<file path="config.mk">
export PLATFORM = sky130hd
export DESIGN_NAME = alu_cmd_issuer_flat
export DESIGN_NICKNAME = d
export VERILOG_FILES = /design/src/rtl/alu_cmd_issuer_if.sv /design/src/rtl/alu_cmd_issuer.sv /design/src/flat_wrapper.sv
export SDC_FILE = /design/constraint.sdc
export NUM_CORES = 1
export LEC_CHECK = 0
export CAP_MARGIN = 0
export CORE_ASPECT_RATIO = 1.4
export CORE_MARGIN = 10
export CORE_UTILIZATION = 45
export DETAILED_ROUTE_END_ITERATION = 6
export GPL_TIMING_DRIVEN = 0
export PLACE_DENSITY = 0.79
export SLEW_MARGIN = 20
export SYNTH_ARGS = -nofsm -noshare
export SYNTH_HDL_FRONTEND = slang
export SYNTH_SLANG_ARGS = --single-unit
</file>
<file path="constraint.sdc">
create_clock -name clk -period 2.1 [get_ports clk]
set_input_delay 0.315 -clock clk [delete_from_list [all_inputs] [get_ports clk]]
set_output_delay 0.315 -clock clk [all_outputs]
set_load 0.02 [all_outputs]
</file>
<file path="src/rtl/alu_cmd_issuer_if.sv">
// rtl/alu_cmd_issuer_if.sv - command, ALU and result signal bundle for alu_cmd_issuer
interface alu_cmd_issuer_if #(
    parameter int DATA_W = 8
);
    logic              cmd_valid;
    logic              cmd_ready;
    logic [3:0]        cmd_opcode;
    logic [DATA_W-1:0] cmd_src1;
    logic [DATA_W-1:0] cmd_src2;

    logic [DATA_W-1:0] alu_src1;
    logic [DATA_W-1:0] alu_src2;
    logic [11:0]       alu_op;
    logic [DATA_W-1:0] alu_result;

    logic              res_valid;
    logic              res_ready;
    logic [DATA_W-1:0] res_data;
    logic [3:0]        res_opcode;
    logic              res_err;
    logic              res_mismatch;

    modport master (
        input  cmd_valid, cmd_opcode, cmd_src1, cmd_src2, alu_result, res_ready,
        output cmd_ready, alu_src1, alu_src2, alu_op,
        output res_valid, res_data, res_opcode, res_err, res_mismatch
    );

    modport slave (
        output cmd_valid, cmd_opcode, cmd_src1, cmd_src2, alu_result, res_ready,
        input  cmd_ready, alu_src1, alu_src2, alu_op,
        input  res_valid, res_data, res_opcode, res_err, res_mismatch
    );
endinterface

</file>
<file path="src/rtl/alu_cmd_issuer.sv">
// rtl/alu_cmd_issuer.sv - issues one ALU command, captures and returns its result
// Optional result self-check enabled by defining ALU_CMD_SELFCHECK_EN.
module alu_cmd_issuer #(
    parameter int DATA_W = 8,
    parameter int CNT_W  = 16
) (
    input  logic             clk,
    input  logic             resetn,
    alu_cmd_issuer_if.master bus,
    output logic [CNT_W-1:0] issue_cnt
);
    typedef enum logic [1:0] {IDLE, ISSUE, HOLD} state_t;

    state_t     state;
    logic [3:0] op_q;
    logic       op_illegal;

    assign op_illegal = (op_q > 4'd11);

    function automatic logic [11:0] op_decode(input logic [3:0] opc);
        return (opc < 4'd12) ? (12'h001 << opc) : 12'h000;
    endfunction

`ifdef ALU_CMD_SELFCHECK_EN
    logic              chk_hit;
    logic [DATA_W-1:0] chk_exp;

    // Reference covers only the ops with an unambiguous definition across ALU variants
    always_comb begin
        chk_hit = 1'b1;
        chk_exp = '0;
        case (op_q)
            4'd0:    chk_exp = bus.alu_src1 + bus.alu_src2;
            4'd1:    chk_exp = bus.alu_src1 - bus.alu_src2;
            4'd2:    chk_exp = bus.alu_src1 & bus.alu_src2;
            4'd10:   chk_exp = bus.alu_src1 ^ bus.alu_src2;
            default: chk_hit = 1'b0;
        endcase
    end
`else
    assign bus.res_mismatch = 1'b0;
`endif

    always_ff @(posedge clk or negedge resetn) begin
        if (!resetn) begin
            state          <= IDLE;
            op_q           <= '0;
            bus.cmd_ready  <= 1'b0;
            bus.alu_src1   <= '0;
            bus.alu_src2   <= '0;
            bus.alu_op     <= '0;
            bus.res_valid  <= 1'b0;
            bus.res_data   <= '0;
            bus.res_opcode <= '0;
            bus.res_err    <= 1'b0;
            issue_cnt      <= '0;
`ifdef ALU_CMD_SELFCHECK_EN
            bus.res_mismatch <= 1'b0;
`endif
        end else begin
            case (state)
                IDLE: begin
                    if (bus.cmd_valid && bus.cmd_ready) begin
                        op_q          <= bus.cmd_opcode;
                        bus.alu_src1  <= bus.cmd_src1;
                        bus.alu_src2  <= bus.cmd_src2;
                        bus.alu_op    <= op_decode(bus.cmd_opcode);
                        bus.cmd_ready <= 1'b0;
                        state         <= ISSUE;
                    end else begin
                        bus.cmd_ready <= 1'b1;
                    end
                end
                ISSUE: begin
                    bus.alu_op     <= '0;
                    bus.res_valid  <= 1'b1;
                    bus.res_data   <= op_illegal ? '0 : bus.alu_result;
                    bus.res_opcode <= op_q;
                    bus.res_err    <= op_illegal;
`ifdef ALU_CMD_SELFCHECK_EN
                    bus.res_mismatch <= chk_hit && (chk_exp != bus.alu_result);
`endif
                    state          <= HOLD;
                end
                HOLD: begin
                    if (bus.res_ready) begin
                        bus.res_valid <= 1'b0;
                        bus.cmd_ready <= 1'b1;
                        issue_cnt     <= issue_cnt + CNT_W'(1);
`ifdef ALU_CMD_SELFCHECK_EN
                        bus.res_mismatch <= 1'b0;
`endif
                        state         <= IDLE;
                    end
                end
                default: begin
                    bus.alu_op    <= '0;
                    bus.cmd_ready <= 1'b0;
                    state         <= IDLE;
                end
            endcase
        end
    end
endmodule

</file>
<file path="src/flat_wrapper.sv">
// flat-port wrapper written by rule: the top's interface ports become plain ports
module alu_cmd_issuer_flat 
#(
    parameter int DATA_W = 8,
    parameter int CNT_W  = 16
)
  (clk, resetn, issue_cnt, bus_cmd_valid, bus_cmd_opcode, bus_cmd_src1, bus_cmd_src2, bus_alu_result, bus_res_ready, bus_cmd_ready, bus_alu_src1, bus_alu_src2, bus_alu_op, bus_res_valid, bus_res_data, bus_res_opcode, bus_res_err, bus_res_mismatch);
  alu_cmd_issuer_if #(.DATA_W(DATA_W)) bus_i ();
  input  logic clk;
  input  logic resetn;
  output logic [CNT_W-1:0] issue_cnt;
  input wire logic [$bits(bus_i.cmd_valid)-1:0] bus_cmd_valid;
  input wire logic [$bits(bus_i.cmd_opcode)-1:0] bus_cmd_opcode;
  input wire logic [$bits(bus_i.cmd_src1)-1:0] bus_cmd_src1;
  input wire logic [$bits(bus_i.cmd_src2)-1:0] bus_cmd_src2;
  input wire logic [$bits(bus_i.alu_result)-1:0] bus_alu_result;
  input wire logic [$bits(bus_i.res_ready)-1:0] bus_res_ready;
  output wire logic [$bits(bus_i.cmd_ready)-1:0] bus_cmd_ready;
  output wire logic [$bits(bus_i.alu_src1)-1:0] bus_alu_src1;
  output wire logic [$bits(bus_i.alu_src2)-1:0] bus_alu_src2;
  output wire logic [$bits(bus_i.alu_op)-1:0] bus_alu_op;
  output wire logic [$bits(bus_i.res_valid)-1:0] bus_res_valid;
  output wire logic [$bits(bus_i.res_data)-1:0] bus_res_data;
  output wire logic [$bits(bus_i.res_opcode)-1:0] bus_res_opcode;
  output wire logic [$bits(bus_i.res_err)-1:0] bus_res_err;
  output wire logic [$bits(bus_i.res_mismatch)-1:0] bus_res_mismatch;
  assign bus_i.cmd_valid = bus_cmd_valid;
  assign bus_i.cmd_opcode = bus_cmd_opcode;
  assign bus_i.cmd_src1 = bus_cmd_src1;
  assign bus_i.cmd_src2 = bus_cmd_src2;
  assign bus_i.alu_result = bus_alu_result;
  assign bus_i.res_ready = bus_res_ready;
  assign bus_cmd_ready = bus_i.cmd_ready;
  assign bus_alu_src1 = bus_i.alu_src1;
  assign bus_alu_src2 = bus_i.alu_src2;
  assign bus_alu_op = bus_i.alu_op;
  assign bus_res_valid = bus_i.res_valid;
  assign bus_res_data = bus_i.res_data;
  assign bus_res_opcode = bus_i.res_opcode;
  assign bus_res_err = bus_i.res_err;
  assign bus_res_mismatch = bus_i.res_mismatch;
  alu_cmd_issuer #(.DATA_W(DATA_W), .CNT_W(CNT_W)) u_core (.clk(clk), .resetn(resetn), .bus(bus_i), .issue_cnt(issue_cnt));
endmodule
</file>
==> flow_metrics.tcl <==
set metrics [dict create \
    status "finished, final reports clean" \
    wl_per_cell_um 16.7 \
    yosys.cell_types.count 33 \
    hold_viol 0 \
    layout_commonest_cell "clkdlybuf4s50_1" \
    hold_path.class "input port to async pin" \
    wirelength_um 6470 \
    netlist_area_um2 2720 \
    p_leak_uw 0.00172 \
    drt_pass1_iterations 6 \
    cts-resized-gates 0 \
    gp_congestion 0.738 \
    grtUsageTotal 0.138 \
    critPathMaxStageDelay_ns 0.66 \
    cts_tree "yes" \
    fin_crit_ns 1.76 \
    drv_slew 0 \
    crit_buf_inv 1 \
    multiInputGateArea_um2 1010 \
    rsz0062_at_grt "false" \
    clk_pin_slew_ns 0.07 \
    die_area_um2 9580 \
    dp_hpwl_um 4890 \
    ys_ff_latch 65 \
    final_cell_mix "89 x clkdlybuf4s50_1, 65 x dfrtp_1, 23 x nand2_1" \
    drt_iter0_markers 71 \
    slowest_stage "clkdlybuf4s50_1" \
    worstSkewPairLatency_ns 0.34 \
    p_sw_uw 1840 \
    path_max_fanout 6 \
    relSlewSlack 0.580 \
    cpLargestDelayFamily "buffers and inverters" \
    dp_slack_ns 0.205 \
    synth-async-reset-ratio 1.00 \
    p_int_uw 3720 \
    crit_required_ns 1.78 \
    cts_hold_buf 1 \
    yosys_warnings 0 \
    fin_util 0.678 \
    area.growth.synth_to_final_pct 46.4 \
    synth_edf_count 0 \
    layout_setup_ws_ns 0.345 \
    final_nets 345 \
    grt_pass1_wl_um 10700 \
    combPwrFrac 0.425 \
    port_buffers 90 \
    crit_type "flip-flop to output port" \
    ir_worst_vdd_v 0.000877 \
    diodes 0 \
    p_total_uw 5570 \
    yosys.area.top_type "dfrtp_1" \
    ys_seq_area_frac 0.599 \
    p_seq_frac 0.348 \
    htree_levels 3 \
    clockBufferDepth 2 \
    cellPowerDensity_nw_per_um2 1400 \
    vias 1960 \
    initial_core_util 0.463 \
    postSynthAreaPerCell_um2 13.0 \
    grt_max_degree 46 \
    drive_above_1_share 0.170 \
    synthTopCellsByArea "dfrtp_1 60%, mux2_4 10%, xnor2_1 4.2%" \
    syn_nets 242 \
    period_share 0.836 \
    switching_share 0.331 \
    setup-tns-final_ns 0 \
    syn_inst 209 \
    setup_viol 0 \
    numCtsBuffers 9 \
    antenna_found_initial 0 \
    cts_root_buf "clkbuf_8" \
    cts.sinks 65 \
    maxCapViolations 0 \
    finalClockSkew_ns 0.00876 \
    ff_latch_area_um2 1630 \
    cts_setup_buffers 0 \
    row_count 33 \
    fp.dieW_um 85.7 \
    crit_path_start_kind "flip-flop" \
    pin_count 92 \
    pwr-share-clk 0.227 \
    cp_cell_sequence "clkdlybuf4s50_1" \
    cp.arrival_ns 1.44 \
    grt_pass1_vias 2097 \
    grt-ovfl-total 0 \
    viasPerCell 5.06 \
    synth_top_area_frac 0.599 \
    ant_nets 0 \
    drcViolationCount 0 \
    die_h_um 112 \
    critPathCaptureType "output port" \
    ys.flop_type "dfrtp_1" \
    tightestPinTransition_ns 0.629 \
    nFillCells 474 \
    core-area_um2 5860 \
    max_freq_mhz 570 \
]
[registers in the layout, summed over array words and instances (netlist names)]
signal	flops
u_core.bus.alu_op	12
u_core.state	2
u_core.op_q	4
u_core.issue_cnt	16
u_core.bus.res_err	1
u_core.bus.res_opcode	4
u_core.bus.res_data	8
u_core.bus.alu_src2	8
u_core.bus.res_valid	1
u_core.bus.cmd_ready	1
u_core.bus.alu_src1	8
[per-layer routing]
| layer | routed length, um | up-vias | part of all wire | global-route usage |
|---|---|---|---|---|
| li1 | - | 933 | - | - |
| met1 | 2600 | 942 | 0.40 | 0.160 |
| met2 | 3180 | 71 | 0.49 | 0.217 |
| met3 | 554 | 14 | 0.086 | 0.0605 |
| met4 | 131 | 0 | 0.020 | 0.0540 |
| met5 | 0 | - | 0 | 0 |
[metrics by stage]
| stage | std cells | instance area, um2 | hold slack, ns |
|---|---|---|---|
| finish | 387 | 3970 | 0.401 |
| global route | 387 | 3970 | 0.419 |
| CTS | 387 | 3970 | 0.400 |
| detailed placement | 370 | 3720 | 0.220 |
| global placement | 369 | 3700 | 0.462 |
| floorplan | 209 | 2720 | 0.0194 |
[kinds of logic after synthesis]
family	Yosys count	share of synthesized area
compound gates	26	0.0604
mux	24	0.124
other cells	1	0.00138
simple gates	65	0.131
xor+xnor	15	0.0484
fa+ha+maj	1	0.00461
flops	65	0.599
buf+inv	12	0.0304
[worst register-to-register path, delay by kind of cell, from the launching register on]
family	cells	cell delay, ns
multiplexers	1	0.31
buffers and inverters	1	0.19
AND/OR/NAND/NOR	3	0.59
flip-flops	1	0.46
[synthesized netlist by cell type, drive strengths merged, types with 2 or more instances]
| cell | n |
|---|---|
| dfrtp | 65 |
| mux2 | 24 |
| nand2 | 23 |
| a21oi | 15 |
| xnor2 | 13 |
| nand3 | 10 |
| nand4 | 10 |
| a22o | 8 |
| nor2 | 8 |
| buf | 7 |
| nor2b | 4 |
| inv | 3 |
| and4 | 2 |
| clkbuf | 2 |
| nand2b | 2 |
| o21ai | 2 |
| xor2 | 2 |
[power by group through the flow]
stage	clock network, uW	registers, uW	logic [uW]
4_1_cts	1300	1940	2410
2_1_floorplan	0	2360	950
3_3_place_gp	0	1940	2360
5_1_grt	1340	2000	2520
3_5_place_dp	0	1960	2390
6_report	1270	1940	2360
[path summary, 6_finish.rpt]
| check | end | cells past startpoint | start | slack (ns) |
|---|---|---|---|---|
| max in group asynchronous | u_core.bus.alu_src1[2]$_DFFE_PN0P_ | 3 | resetn | 1.19 |
| hold / removal | u_core.issue_cnt[11]$_DFFE_PN0P_ | 2 | resetn | 0.40 |
| setup reg to reg | u_core.bus.alu_src2[6]$_DFFE_PN0P_ | 5 | u_core.state[1]$_DFFE_PN0P_ | 0.43 |
| hold reg to reg | u_core.issue_cnt[15]$_DFFE_PN0P_ | 1 | u_core.issue_cnt[15]$_DFFE_PN0P_ | 0.48 |
| min in group clk | u_core.issue_cnt[15]$_DFFE_PN0P_ | 1 | u_core.issue_cnt[15]$_DFFE_PN0P_ | 0.48 |
| setup / recovery | issue_cnt[2] | 1 | u_core.issue_cnt[2]$_DFFE_PN0P_ | 0.34 |
[area by class of cell]
type / instances / share of cell area
flip-flops and latches: 65 / 0.409
multi-input cells: 132 / 0.253
repair buffers: 92 / 0.234
clock buffers: 9 / 0.0312
clock inverters: 7 / 0.0299
well taps: 70 / 0.0220
plain buffers: 9 / 0.0179
inverters: 3 / 0.00283
(Power assumes the default switching activity.)
